**src/rtl/ahb_pkg.sv**
```systemverilog
// Shared AHB-lite encodings and the burst-length helper used by the arbiter.
package ahb_pkg;

    typedef enum logic [1:0] {
        HT_IDLE   = 2'd0,
        HT_BUSY   = 2'd1,
        HT_NONSEQ = 2'd2,
        HT_SEQ    = 2'd3
    } htrans_e;

    typedef enum logic [2:0] {
        HB_SINGLE = 3'd0,
        HB_INCR   = 3'd1,
        HB_WRAP4  = 3'd2,
        HB_INCR4  = 3'd3,
        HB_WRAP8  = 3'd4,
        HB_INCR8  = 3'd5,
        HB_WRAP16 = 3'd6,
        HB_INCR16 = 3'd7
    } hburst_e;

    localparam logic [1:0] HRESP_OKAY  = 2'd0;
    localparam logic [1:0] HRESP_ERROR = 2'd1;
    localparam int         BEATS_W     = 5;

    // Beats still owed after the NONSEQ of a fixed-length burst.
    function automatic logic [BEATS_W-1:0] burst_beats(input logic [2:0] hburst);
        case (hburst)
            HB_WRAP4,  HB_INCR4:  burst_beats = 5'd3;
            HB_WRAP8,  HB_INCR8:  burst_beats = 5'd7;
            HB_WRAP16, HB_INCR16: burst_beats = 5'd15;
            default:              burst_beats = 5'd0;
        endcase
    endfunction

endpackage

```
**src/rtl/ahb_rr_picker.sv**
```systemverilog
// Combinational next-owner selector: round-robin after last_i, or lowest index.
module ahb_rr_picker #(
    parameter int N  = 2,
    parameter int MW = $clog2(N)
) (
    input  logic [N-1:0]  req_i,
    input  logic [MW-1:0] last_i,
    input  logic          mode_i,
    output logic [MW-1:0] idx_o,
    output logic          vld_o
);

    logic [MW-1:0] j;

    always_comb begin
        idx_o = last_i;
        vld_o = 1'b0;
        j     = '0;
        if (mode_i) begin
            for (int i = N - 1; i >= 0; i--) begin
                if (req_i[i]) begin
                    idx_o = MW'(i);
                    vld_o = 1'b1;
                end
            end
        end else begin
            // Descending scan so the nearest requester after last_i wins.
            for (int k = N - 1; k >= 1; k--) begin
                j = MW'((int'(last_i) + k) % N);
                if (req_i[j]) begin
                    idx_o = j;
                    vld_o = 1'b1;
                end
            end
        end
    end

endmodule

```
**src/rtl/ahb_arbiter.sv**
```systemverilog
// N-master AHB-lite arbiter and bus mux; holds ownership across bursts and locks.
module ahb_arbiter
    import ahb_pkg::*;
#(
    parameter int NUM_MASTERS = 2,
    parameter int ADDR_WIDTH  = 32,
    parameter int DATA_WIDTH  = 32,
    parameter int ARB_MODE    = 0,
    parameter int MW          = $clog2(NUM_MASTERS)
) (
    input  logic                             hclk,
    input  logic                             hresetn,
    input  logic [2*NUM_MASTERS-1:0]          m_htrans_i,
    input  logic [NUM_MASTERS*ADDR_WIDTH-1:0] m_haddr_i,
    input  logic [NUM_MASTERS-1:0]            m_hwrite_i,
    input  logic [3*NUM_MASTERS-1:0]          m_hsize_i,
    input  logic [3*NUM_MASTERS-1:0]          m_hburst_i,
    input  logic [4*NUM_MASTERS-1:0]          m_hprot_i,
    input  logic [NUM_MASTERS-1:0]            m_hmastlock_i,
    input  logic [NUM_MASTERS*DATA_WIDTH-1:0] m_hwdata_i,
    output logic [NUM_MASTERS-1:0]            m_hready_o,
    output logic [DATA_WIDTH-1:0]             m_hrdata_o,
    output logic [1:0]                        m_hresp_o,
    output logic [1:0]                        htrans_o,
    output logic [ADDR_WIDTH-1:0]             haddr_o,
    output logic                              hwrite_o,
    output logic [2:0]                        hsize_o,
    output logic [2:0]                        hburst_o,
    output logic [3:0]                        hprot_o,
    output logic                              hmastlock_o,
    output logic [DATA_WIDTH-1:0]             hwdata_o,
    input  logic                              hready_i,
    input  logic [DATA_WIDTH-1:0]             hrdata_i,
    input  logic [1:0]                        hresp_i,
    output logic [MW-1:0]                     grant_o,
    output logic                              burst_err_o
);

    logic [NUM_MASTERS-1:0][1:0]            trans_a;
    logic [NUM_MASTERS-1:0][ADDR_WIDTH-1:0] addr_a;
    logic [NUM_MASTERS-1:0][2:0]            size_a, burst_a;
    logic [NUM_MASTERS-1:0][3:0]            prot_a;
    logic [NUM_MASTERS-1:0][DATA_WIDTH-1:0] wdata_a;

    assign trans_a = m_htrans_i;
    assign addr_a  = m_haddr_i;
    assign size_a  = m_hsize_i;
    assign burst_a = m_hburst_i;
    assign prot_a  = m_hprot_i;
    assign wdata_a = m_hwdata_i;

    logic [MW-1:0]      grant_q, grant_d, downer_q, downer_d, pick_idx;
    logic [BEATS_W-1:0] beats_q, beats_d;
    logic               err_q, err_d, pick_vld, switch_ok;
    logic [1:0]         own_trans;
    logic [NUM_MASTERS-1:0] req_oth;

    assign own_trans = trans_a[grant_q];

    always_comb begin
        for (int i = 0; i < NUM_MASTERS; i++)
            req_oth[i] = (trans_a[i] == HT_NONSEQ) && (MW'(i) != grant_q);
    end

    ahb_rr_picker #(.N(NUM_MASTERS), .MW(MW)) u_pick (
        .req_i  (req_oth),
        .last_i (grant_q),
        .mode_i (ARB_MODE != 0),
        .idx_o  (pick_idx),
        .vld_o  (pick_vld)
    );

    assign switch_ok = hready_i && (own_trans == HT_IDLE) && !m_hmastlock_i[grant_q]
                    && (beats_q == '0) && pick_vld;

    always_comb begin
        grant_d  = grant_q;
        downer_d = downer_q;
        beats_d  = beats_q;
        err_d    = 1'b0;
        if (hready_i) begin
            downer_d = grant_q;
            if (switch_ok) grant_d = pick_idx;
            case (own_trans)
                HT_NONSEQ: begin
                    err_d   = (beats_q != '0);
                    beats_d = burst_beats(burst_a[grant_q]);
                end
                HT_SEQ:  if (beats_q != '0) beats_d = beats_q - 5'd1;
                HT_IDLE: begin
                    err_d   = (beats_q != '0);
                    beats_d = '0;
                end
                default: ;
            endcase
        end
        // Early termination after ERROR is legal; a fresh NONSEQ still loads.
        if (hresp_i == HRESP_ERROR) begin
            err_d = 1'b0;
            if (!(hready_i && own_trans == HT_NONSEQ)) beats_d = '0;
        end
    end

    always_ff @(posedge hclk or negedge hresetn) begin
        if (!hresetn) begin
            grant_q  <= '0;
            downer_q <= '0;
            beats_q  <= '0;
            err_q    <= 1'b0;
        end else begin
            grant_q  <= grant_d;
            downer_q <= downer_d;
            beats_q  <= beats_d;
            err_q    <= err_d;
        end
    end

    always_comb begin
        m_hready_o          = '0;
        m_hready_o[grant_q] = hready_i;
    end

    assign m_hrdata_o  = hrdata_i;
    assign m_hresp_o   = hresp_i;
    assign htrans_o    = own_trans;
    assign haddr_o     = addr_a[grant_q];
    assign hwrite_o    = m_hwrite_i[grant_q];
    assign hsize_o     = size_a[grant_q];
    assign hburst_o    = burst_a[grant_q];
    assign hprot_o     = prot_a[grant_q];
    assign hmastlock_o = m_hmastlock_i[grant_q];
    assign hwdata_o    = wdata_a[downer_q];
    assign grant_o     = grant_q;
    assign burst_err_o = err_q;

endmodule
```
**config.mk**
```make
export PLATFORM = sky130hd
export DESIGN_NAME = ahb_arbiter
export DESIGN_NICKNAME = d
export VERILOG_FILES = /design/src/rtl/ahb_pkg.sv /design/src/rtl/ahb_rr_picker.sv /design/src/rtl/ahb_arbiter.sv
export SDC_FILE = /design/constraint.sdc
export NUM_CORES = 1
export LEC_CHECK = 0
export ABC_AREA = 1
export BUFFER_PORTS_ARGS = -buffer_cell sky130_fd_sc_hd__buf_2
export CAP_MARGIN = 40
export CORE_AREA = 2 2 121 123
export DETAILED_ROUTE_END_ITERATION = 8
export DIE_AREA = 0 0 123 125
export PLACE_DENSITY_LB_ADDON = 0.08
export SLEW_MARGIN = 25
export SYNTH_ARGS = -nofsm -noshare
export SYNTH_HDL_FRONTEND = slang
export SYNTH_SLANG_ARGS = --single-unit
```
**constraint.sdc**
```tcl
create_clock -name hclk -period 2.15 [get_ports hclk]
set_clock_uncertainty 0.15 [all_clocks]
set_input_delay 0.1075 -clock hclk [delete_from_list [all_inputs] [get_ports hclk]]
set_output_delay 0.1075 -clock hclk [all_outputs]
set_load 0.05 [all_outputs]
```
## After elaboration in Yosys (flattened, before gate mapping)

Index checks and enable logic that the tools add are counted.

- Register bits: 8
- Input bits: 193
- Output and inout bits: 116

- Add/subtract/negate cells: 2
- Magnitude comparators: 4
- Equality and inequality tests: 11
- Mux-type cells: 30
- Bitwise operators: 2
- Reductions and logical operators: 17

Operator list:

| kind | count |
|---|---|
| $mux W32 | 4 |
| $mux W5 | 4 |
| $pmux W5 S3 | 1 |
| $eq A3 B3 Y1 const B | 4 |
| $mux W3 | 4 |
| $pmux W4 S3 | 1 |
| $mux W1 | 11 |
| $eq A2 B2 Y1 const B | 4 |
| $logic_and A1 B1 Y1 | 8 |
| $mux W4 | 2 |
| $reduce_or A2 Y1 | 4 |
| $eq A3 B2 Y1 const B | 2 |
| $lt A1 B2 Y1 const B | 3 |
| $logic_not A5 Y1 | 1 |
| $reduce_bool A5 Y1 | 1 |
| $sub A5 B1 Y5 const B | 1 |
| $mux W2 | 2 |
| $reduce_and A3 Y1 | 1 |
| $and A2 B2 Y2 | 1 |
| $eq A2 B1 Y1 const B | 1 |
| $logic_not A2 Y1 | 1 |
| $add A1 B1 Y1 const B | 1 |
| $demux W1 S1 | 1 |
| $ge A1 B1 Y1 const B | 1 |
| 2 further kinds | 2 |

## Logic depth before layout (Yosys ltp)

Gate-level depths: netlist of the first run.

- Depth after elaboration: 9
- Mapped depth: 10
- Depth with buffers taken out: 8

## Modules after synthesis

Synthesis of the first run repeated with hierarchy kept, for this count alone.

- Cell total of the unflattened synthesis: 383
- Area, all modules: 1,814.2 µm²

By module, submodules not included:

| module | times used | cells each | area each (µm²) | seq. area each (µm²) |
|---|---|---|---|---|
| ahb_arbiter | 1 | 373 | 1,775.5 | 200.2 |
| ahb_rr_picker | 1 | 10 | 38.8 | 0.0 |

## Worst setup path before layout of the first run

Ideal clock, no wire load.

- Path type: flip-flop to flip-flop
- Start: reg grant_q (netlist: grant_o)
- End: reg beats_q[2]
- Setup time: 77 ps
- Data arrival time: 2,074 ps
- Path slack: -152 ps
- Cell stages (with the launch flop): 7
- Path buffers: 1
- Clock period less this slack: 2,302 ps
- Path through: dfrtp_1 buf_6 o21ai_1 nand2_1 o21ai_1 nand2_1 a21oi_1

RTL lines:

| element | RTL line | source |
|---|---|---|
| start: declaration | ahb_arbiter.sv:52 | `logic [MW-1:0] grant_q, grant_d, downer_q, downer_d, pick_idx;` |
| start signal: assignment | ahb_arbiter.sv:111 | `grant_q <= grant_d;` |
| $mux W2 (implied by the code) (*) (2 in series) | ahb_arbiter.sv:58 | `assign own_trans = trans_a[grant_q];` |
| net htrans_o[1] | ahb_arbiter.sv:24 | `output logic [1:0] htrans_o,` |
| $eq A2 B2 Y1, or another cell as far along | ahb_arbiter.sv:84 | `case (own_trans)` |
| $pmux W5 S3 | ahb_arbiter.sv:84 |  |
| $mux W5 | ahb_arbiter.sv:81 | `if (hready_i) begin` |
| $mux W5 | ahb_arbiter.sv:100 | `if (!(hready_i && own_trans == HT_NONSEQ)) beats_d = '0;` |
| $mux W5 (*) | ahb_arbiter.sv:98 | `if (hresp_i == HRESP_ERROR) begin` |
| net beats_d[2] | ahb_arbiter.sv:53 | `logic [BEATS_W-1:0] beats_q, beats_d;` |
| end signal: assignment | ahb_arbiter.sv:113 | `beats_q <= beats_d;` |
| end: declaration | ahb_arbiter.sv:53 |  |

The timed path passes the listed nets; every way through them passes the cells marked *. The select of a mux whose other input is x is not followed.
A chain may end at the register's enable or synchronous reset.

## Final worst setup path of the first run

- Start: reg grant_q (netlist: grant_o)
- End: out haddr_o[6]

- Cells in the longest elaborated chain, start to end: 2

RTL lines:

| element | RTL line | source |
|---|---|---|
| $mux W32 (implied by the code) (2 in series) | ahb_arbiter.sv:126 | `assign haddr_o = addr_a[grant_q];` |
| end: declaration | ahb_arbiter.sv:25 | `output logic [ADDR_WIDTH-1:0] haddr_o,` |

No other way between the ends. The select of a mux whose other input is x is not followed.

==> results of run 1 <==
## critical path, delay by kind of cell, from the launching register on
kind	cells	cell delay, ns
and+or+nand+nor	2	0.17
buffers and inverters	3	0.80
DFF	1	0.46
## routing by layer
metal	part of all wire (%)	vias to the layer above
met5	0	-
met4	0.57	0
met3	12	9
met2	54	163
met1	33	1177
li1	-	1478
## metrics by stage
| stage | setup slack [ns] | utilization (%) | instances |
|---|---|---|---|
| after floorplan | 0.0840 | - | 371 |
| after global placement | 0.435 | 20.7 | 751 |
| after detailed placement | 0.418 | 20.7 | 751 |
| after CTS | 0.160 | 21.4 | 756 |
| after global routing | 0.0410 | 21.4 | 756 |
| final | 0.218 | 21.4 | 756 |
## worst paths after layout
check / startpoint / end / slack, ns / cells after the start
min in group asynchronous: hresetn / beats_q[1]$_DFF_PN0_ / 0.09 / 2
max in group asynchronous: hresetn / grant_o$_DFFE_PN0P_ / 1.56 / 2
min reg2reg: downer_q$_DFFE_PN0P_ / downer_q$_DFFE_PN0P_ / 0.39 / 2
max: grant_o$_DFFE_PN0P_ / haddr_o[6] / 0.22 / 5
min: hready_i / downer_q$_DFFE_PN0P_ / 0.03 / 2
max reg2reg: grant_o$_DFFE_PN0P_ / beats_q[2]$_DFF_PN0_ / 0.51 / 6
## Yosys cell counts, types with 3 or more instances
library cell,n,area (µm²)
nand2_1,256,961
buf_4,34,255
inv_1,14,52.6
clkbuf_1,11,41.3
dfrtp_1,8,200
a21oi_1,5,25.0
o21ai_1,5,25.0
nand3_1,4,20.0
nor2_1,4,15.0
buf_1,3,11.3
buf_2,3,15.0
nand2_2,3,18.8
nor3_1,3,15.0
o21ai_0,3,15.0
## cell families after synthesis
family,Yosys count,synth area share [%]
xor gates and xnor gates,2,0.975
AOI/OAI and AO/OA,14,3.97
adders and majority gates,1,0.696
DFF,8,11.1
and+or+nand+nor,277,60.5
buffers and inverters,69,22.7
## final cells by class
| class | instances | area [µm²] |
|---|---|---|
| clock buffers | 4 | 78.8 |
| fillers | 1664 | 11200 |
| inverters | 16 | 62.6 |
| multi-input cells | 294 | 1190 |
| flip-flops and latches | 8 | 201 |
| well taps | 184 | 230 |
| repair buffers | 250 | 1270 |
## where the power goes
group	switching [µW]	internal (µW)	total [µW]
Clock	88.2	249	337
Sequential	57.2	204	262
Combinational	3030	872	3900
## sequential cells by signal, indices dropped and copies added (netlist names)
register	count
grant_o	1
beats_q	5
downer_q	1
burst_err_o	1
==> results.yml, run 1 <==
setup_path:
  end_kind: "output pin"
  critPathLaunchType: "flop"
  cp_slowest_stage_delay_ns: 0.46
  path_max_fanout: 29
  arrival_ns: 1.67
  crit_chain: "inv_4 > buf_4 > nand2_1 > nand2_1 > buf_2"
  required_ns: 1.89
  cp_common_cell: "nand2_1"
  path_class: "reg -> out"
  cpMaxStageDelayCell: "dfrtp_2"
global_route:
  grt_max_degree: 33
  met1_usage_pct: 8.91
  grt_usage_pct: 9.69
  gr-usage-met3_pct: 2.78
  grt_overflow: 0
  grt_pass1_wl_um: 12200
  antenna_found_initial: 0
  busiest_layer: "met2"
  grt_pass1_vias: 2642
  grt.met2_usage_pct: 20.5
synthesis:
  yosys_warnings: 0
  syn_inst: 371
  ys.flop_type: "dfrtp_1"
  avgSynthCellArea_um2: 4.84
  synth_edf_count: 0
  async_reset_ff_share_pct: 100
  synth_cell_type_count: 26
  syn_nets: 565
  ys_seq_elements: 8
  synth_seq_area_share_pct: 11.1
  syn_area_mm2: 0.00180
clocking:
  cts_root_buf: "clkbuf_16"
  post_cts.repair.setup_buffers: 0
  clkSlewWorstSetupHoldPaths_ns: 0.04
  cts_resized: 0
  clock_latency_ns: 0.24
  clkSinkCount: 8
  cts_hold_buf: 1
  cts_tree: "done"
  cts_buffers: 3
  clockBufferDepth: 2
  htree_levels: 1
sta:
  finalCritPeriodShare_pct: 89.9
  setup_violations: 0
  fmax_mhz: 518
  rsz0062_at_grt: "no"
  tightest_slew_ns: 0.372
  slew_headroom_pct: 75.0
  finalCriticalPeriod_ns: 1.93
  hold_ws_ns: 0.0291
  slew_viol_final: 0
  finalSetupTns_ns: 0
  hold_viol: 0
die:
  die_h_um: 125
  rows: 44
  io_pins: 309
  core-area_mm2: 0.0142
  die_x_um: 123
  dieArea_mm2: 0.0154
  initial_core_util_pct: 12.6
layout:
  diodes: 0
  final_common_cell: "nand2_1"
  syn2layout_area_growth_pct: 68.9
  fin_area_mm2: 0.00303
  fin_nets: 767
  mostFrequentLayoutCells: "256 x nand2_1, 244 x buf_2, 14 x inv_1"
  drive_gt1_share_pct: 46.2
detailed_routing:
  drtIter0Drc: 41
  drt-total-wl_um: 8360
  dr.pass1.iters: 4
  ant_nets: 0
  avgRoutedWirePerCell_um: 11.1
  vias_per_cell: 3.74
  vias: 2827
  post-route-drc-count: 0
placement:
  placed_area_mm2: 0.00295
  place_congestion: 0.725
  portBuffers: 244
  dp_hpwl_um: 7070
power_and_ir_drop:
  p_leak_uw: 0.00203
  ir_worst_vdd_mv: 0.448
  powerDensity_mw_per_mm2: 1480
  power_uw: 4500
hold_path:
  min_path_type: "in -> reg"
status:
  run_status: "completed"
job:
  cap_violations: 0
Note: power is estimated with default switching activity, not from simulation.
==> run 2, diff against run 1 <==
PLACE_DENSITY_LB_ADDON = 0.25   (was 0.08)
==> run 2 against run 1 <==
Compared with the run above: fmax up 1.6%; worst setup slack better by 0.031 ns; via count down 1.1%; global-route usage down 0.19 points; clock-buffer cell count unchanged; sequential power about the same; flip-flop and latch count unchanged; cell count unchanged; die area unchanged; first-iteration DRC count up 56%; critical path type unchanged; largest cell class unchanged.
==> results.yml, run 2 (synthesis gave the netlist of run 1 again) <==
layout:
  largest_reg_flops: 5
  mostFrequentLayoutCells: "256 x nand2_1, 244 x buf_2, 14 x inv_1"
  final_common_cell: "nand2_1"
  diodes: 0
  syn2layout_area_growth_pct: 68.9
  multi_input_area_mm2: 0.00119
  nFillCells: 1660
  ff_latch_area_um2: 201
  fin_area_mm2: 0.00303
  drive_gt1_share_pct: 46.2
  fin_nets: 767
  top_register: "beats_q"
global_route:
  grt_max_degree: 34
  grt_overflow: 0
  grt_usage_pct: 9.49
  grt_pass1_wl_um: 11700
  grt_pass1_vias: 2490
  antenna_found_initial: 0
sta:
  tightest_slew_ns: 0.331
  slew_headroom_pct: 77.9
  finalCriticalPeriod_ns: 1.90
  hold_viol: 0
  finalSetupTns_ns: 0
  slew_viol_final: 0
  fmax_mhz: 526
  finalCritPeriodShare_pct: 88.4
  setup_violations: 0
  rsz0062_at_grt: "no"
setup_path:
  crit_chain: "inv_4 > buf_4 > nand2_1 > nand2_1 > buf_2"
  cp_slowest_stage_delay_ns: 0.42
  end_kind: "output pin"
  critPathLaunchType: "flop"
  required_ns: 1.89
  path_max_fanout: 28
  cpMaxStageDelayCell: "dfrtp_2"
  path_class: "reg -> out"
  arrival_ns: 1.64
  cp_common_cell: "nand2_1"
clocking:
  cts_hold_buf: 1
  htree_levels: 1
  cts_root_buf: "clkbuf_16"
  clockBufferDepth: 2
  clkSinkCount: 8
  cts_resized: 0
  clkSlewWorstSetupHoldPaths_ns: 0.04
  cts_tree: "done"
  clock_latency_ns: 0.24
  cts_buffers: 3
  post_cts.repair.setup_buffers: 0
die:
  rows: 44
  initial_core_util_pct: 12.6
  die_x_um: 123
  core-area_mm2: 0.0142
  dieArea_mm2: 0.0154
  die_h_um: 125
  io_pins: 309
detailed_routing:
  dr.pass1.iters: 4
  vias: 2796
  avgRoutedWirePerCell_um: 10.8
  drt-total-wl_um: 8190
  ant_nets: 0
  vias_per_cell: 3.70
  drtIter0Drc: 64
  post-route-drc-count: 0
placement:
  portBuffers: 244
  place_congestion: 0.769
  dp_hpwl_um: 6920
  placed_area_mm2: 0.00295
power_and_ir_drop:
  power_uw: 4490
  powerDensity_mw_per_mm2: 1480
  ir_worst_vdd_mv: 0.382
  p_leak_uw: 0.00203
job:
  cap_violations: 0
hold_path:
  min_path_type: "in -> reg"
status:
  run_status: "completed"
[run 2: cell counts in the layout (fill, tap and decap cells not counted)]
No cell type changed its count.
[run 2: path summary, 6_finish.rpt]
kind / from / end / slack (ns) / cells past startpoint
max: grant_o$_DFFE_PN0P_ / hwrite_o / 0.25 / 5
min: hready_i / beats_q[1]$_DFF_PN0_ / 0.05 / 3
max reg2reg: grant_o$_DFFE_PN0P_ / beats_q[3]$_DFF_PN0_ / 0.47 / 8
min reg2reg: beats_q[1]$_DFF_PN0_ / beats_q[1]$_DFF_PN0_ / 0.40 / 2
max in group asynchronous: hresetn / grant_o$_DFFE_PN0P_ / 1.52 / 2
min in group asynchronous: hresetn / beats_q[0]$_DFF_PN0_ / 0.12 / 2
[run 2: cell type report]
type | instances | share of cell area, %
Timing Repair Buffer | 250 | 41.8
Multi-Input combinational cell | 294 | 39.3
Tap cell | 184 | 7.59
Sequential cell | 8 | 6.64
Clock buffer | 4 | 2.60
Inverter | 16 | 2.06
[run 2: per-layer routing]
metal	vias to the layer above	global-route usage, %	wire (µm)
li1	1477	-	-
met1	1132	8.94	2790
met2	161	19.6	4200
met3	26	2.24	980
met4	0	2.67	212
met5	-	0	0
[run 2: power by group]
part / switching, µW / internal (µW)
Combinational: 3020 / 872
Sequential: 58.8 / 204
Clock: 86.0 / 248
Total: 3170 / 1320
[run 2: per-stage QoR]
stage | hold slack (ns) | instances | util, % | setup slack, ns
final | 0.0480 | 756 | 21.4 | 0.249
after global routing | 0.0651 | 756 | 21.4 | 0.115
after CTS | 0.0592 | 756 | 21.4 | 0.213
after detailed placement | -0.165 | 751 | 20.7 | 0.438
after global placement | -0.165 | 751 | 20.7 | 0.452
after floorplan | -0.338 | 371 | - | 0.0840
[run 2: critical path: cells and delay by family, from the launching register on]
kind / cells / cell delay, ns
buffers and inverters: 3 / 0.79
DFF: 1 / 0.42
and+or+nand+nor: 2 / 0.17
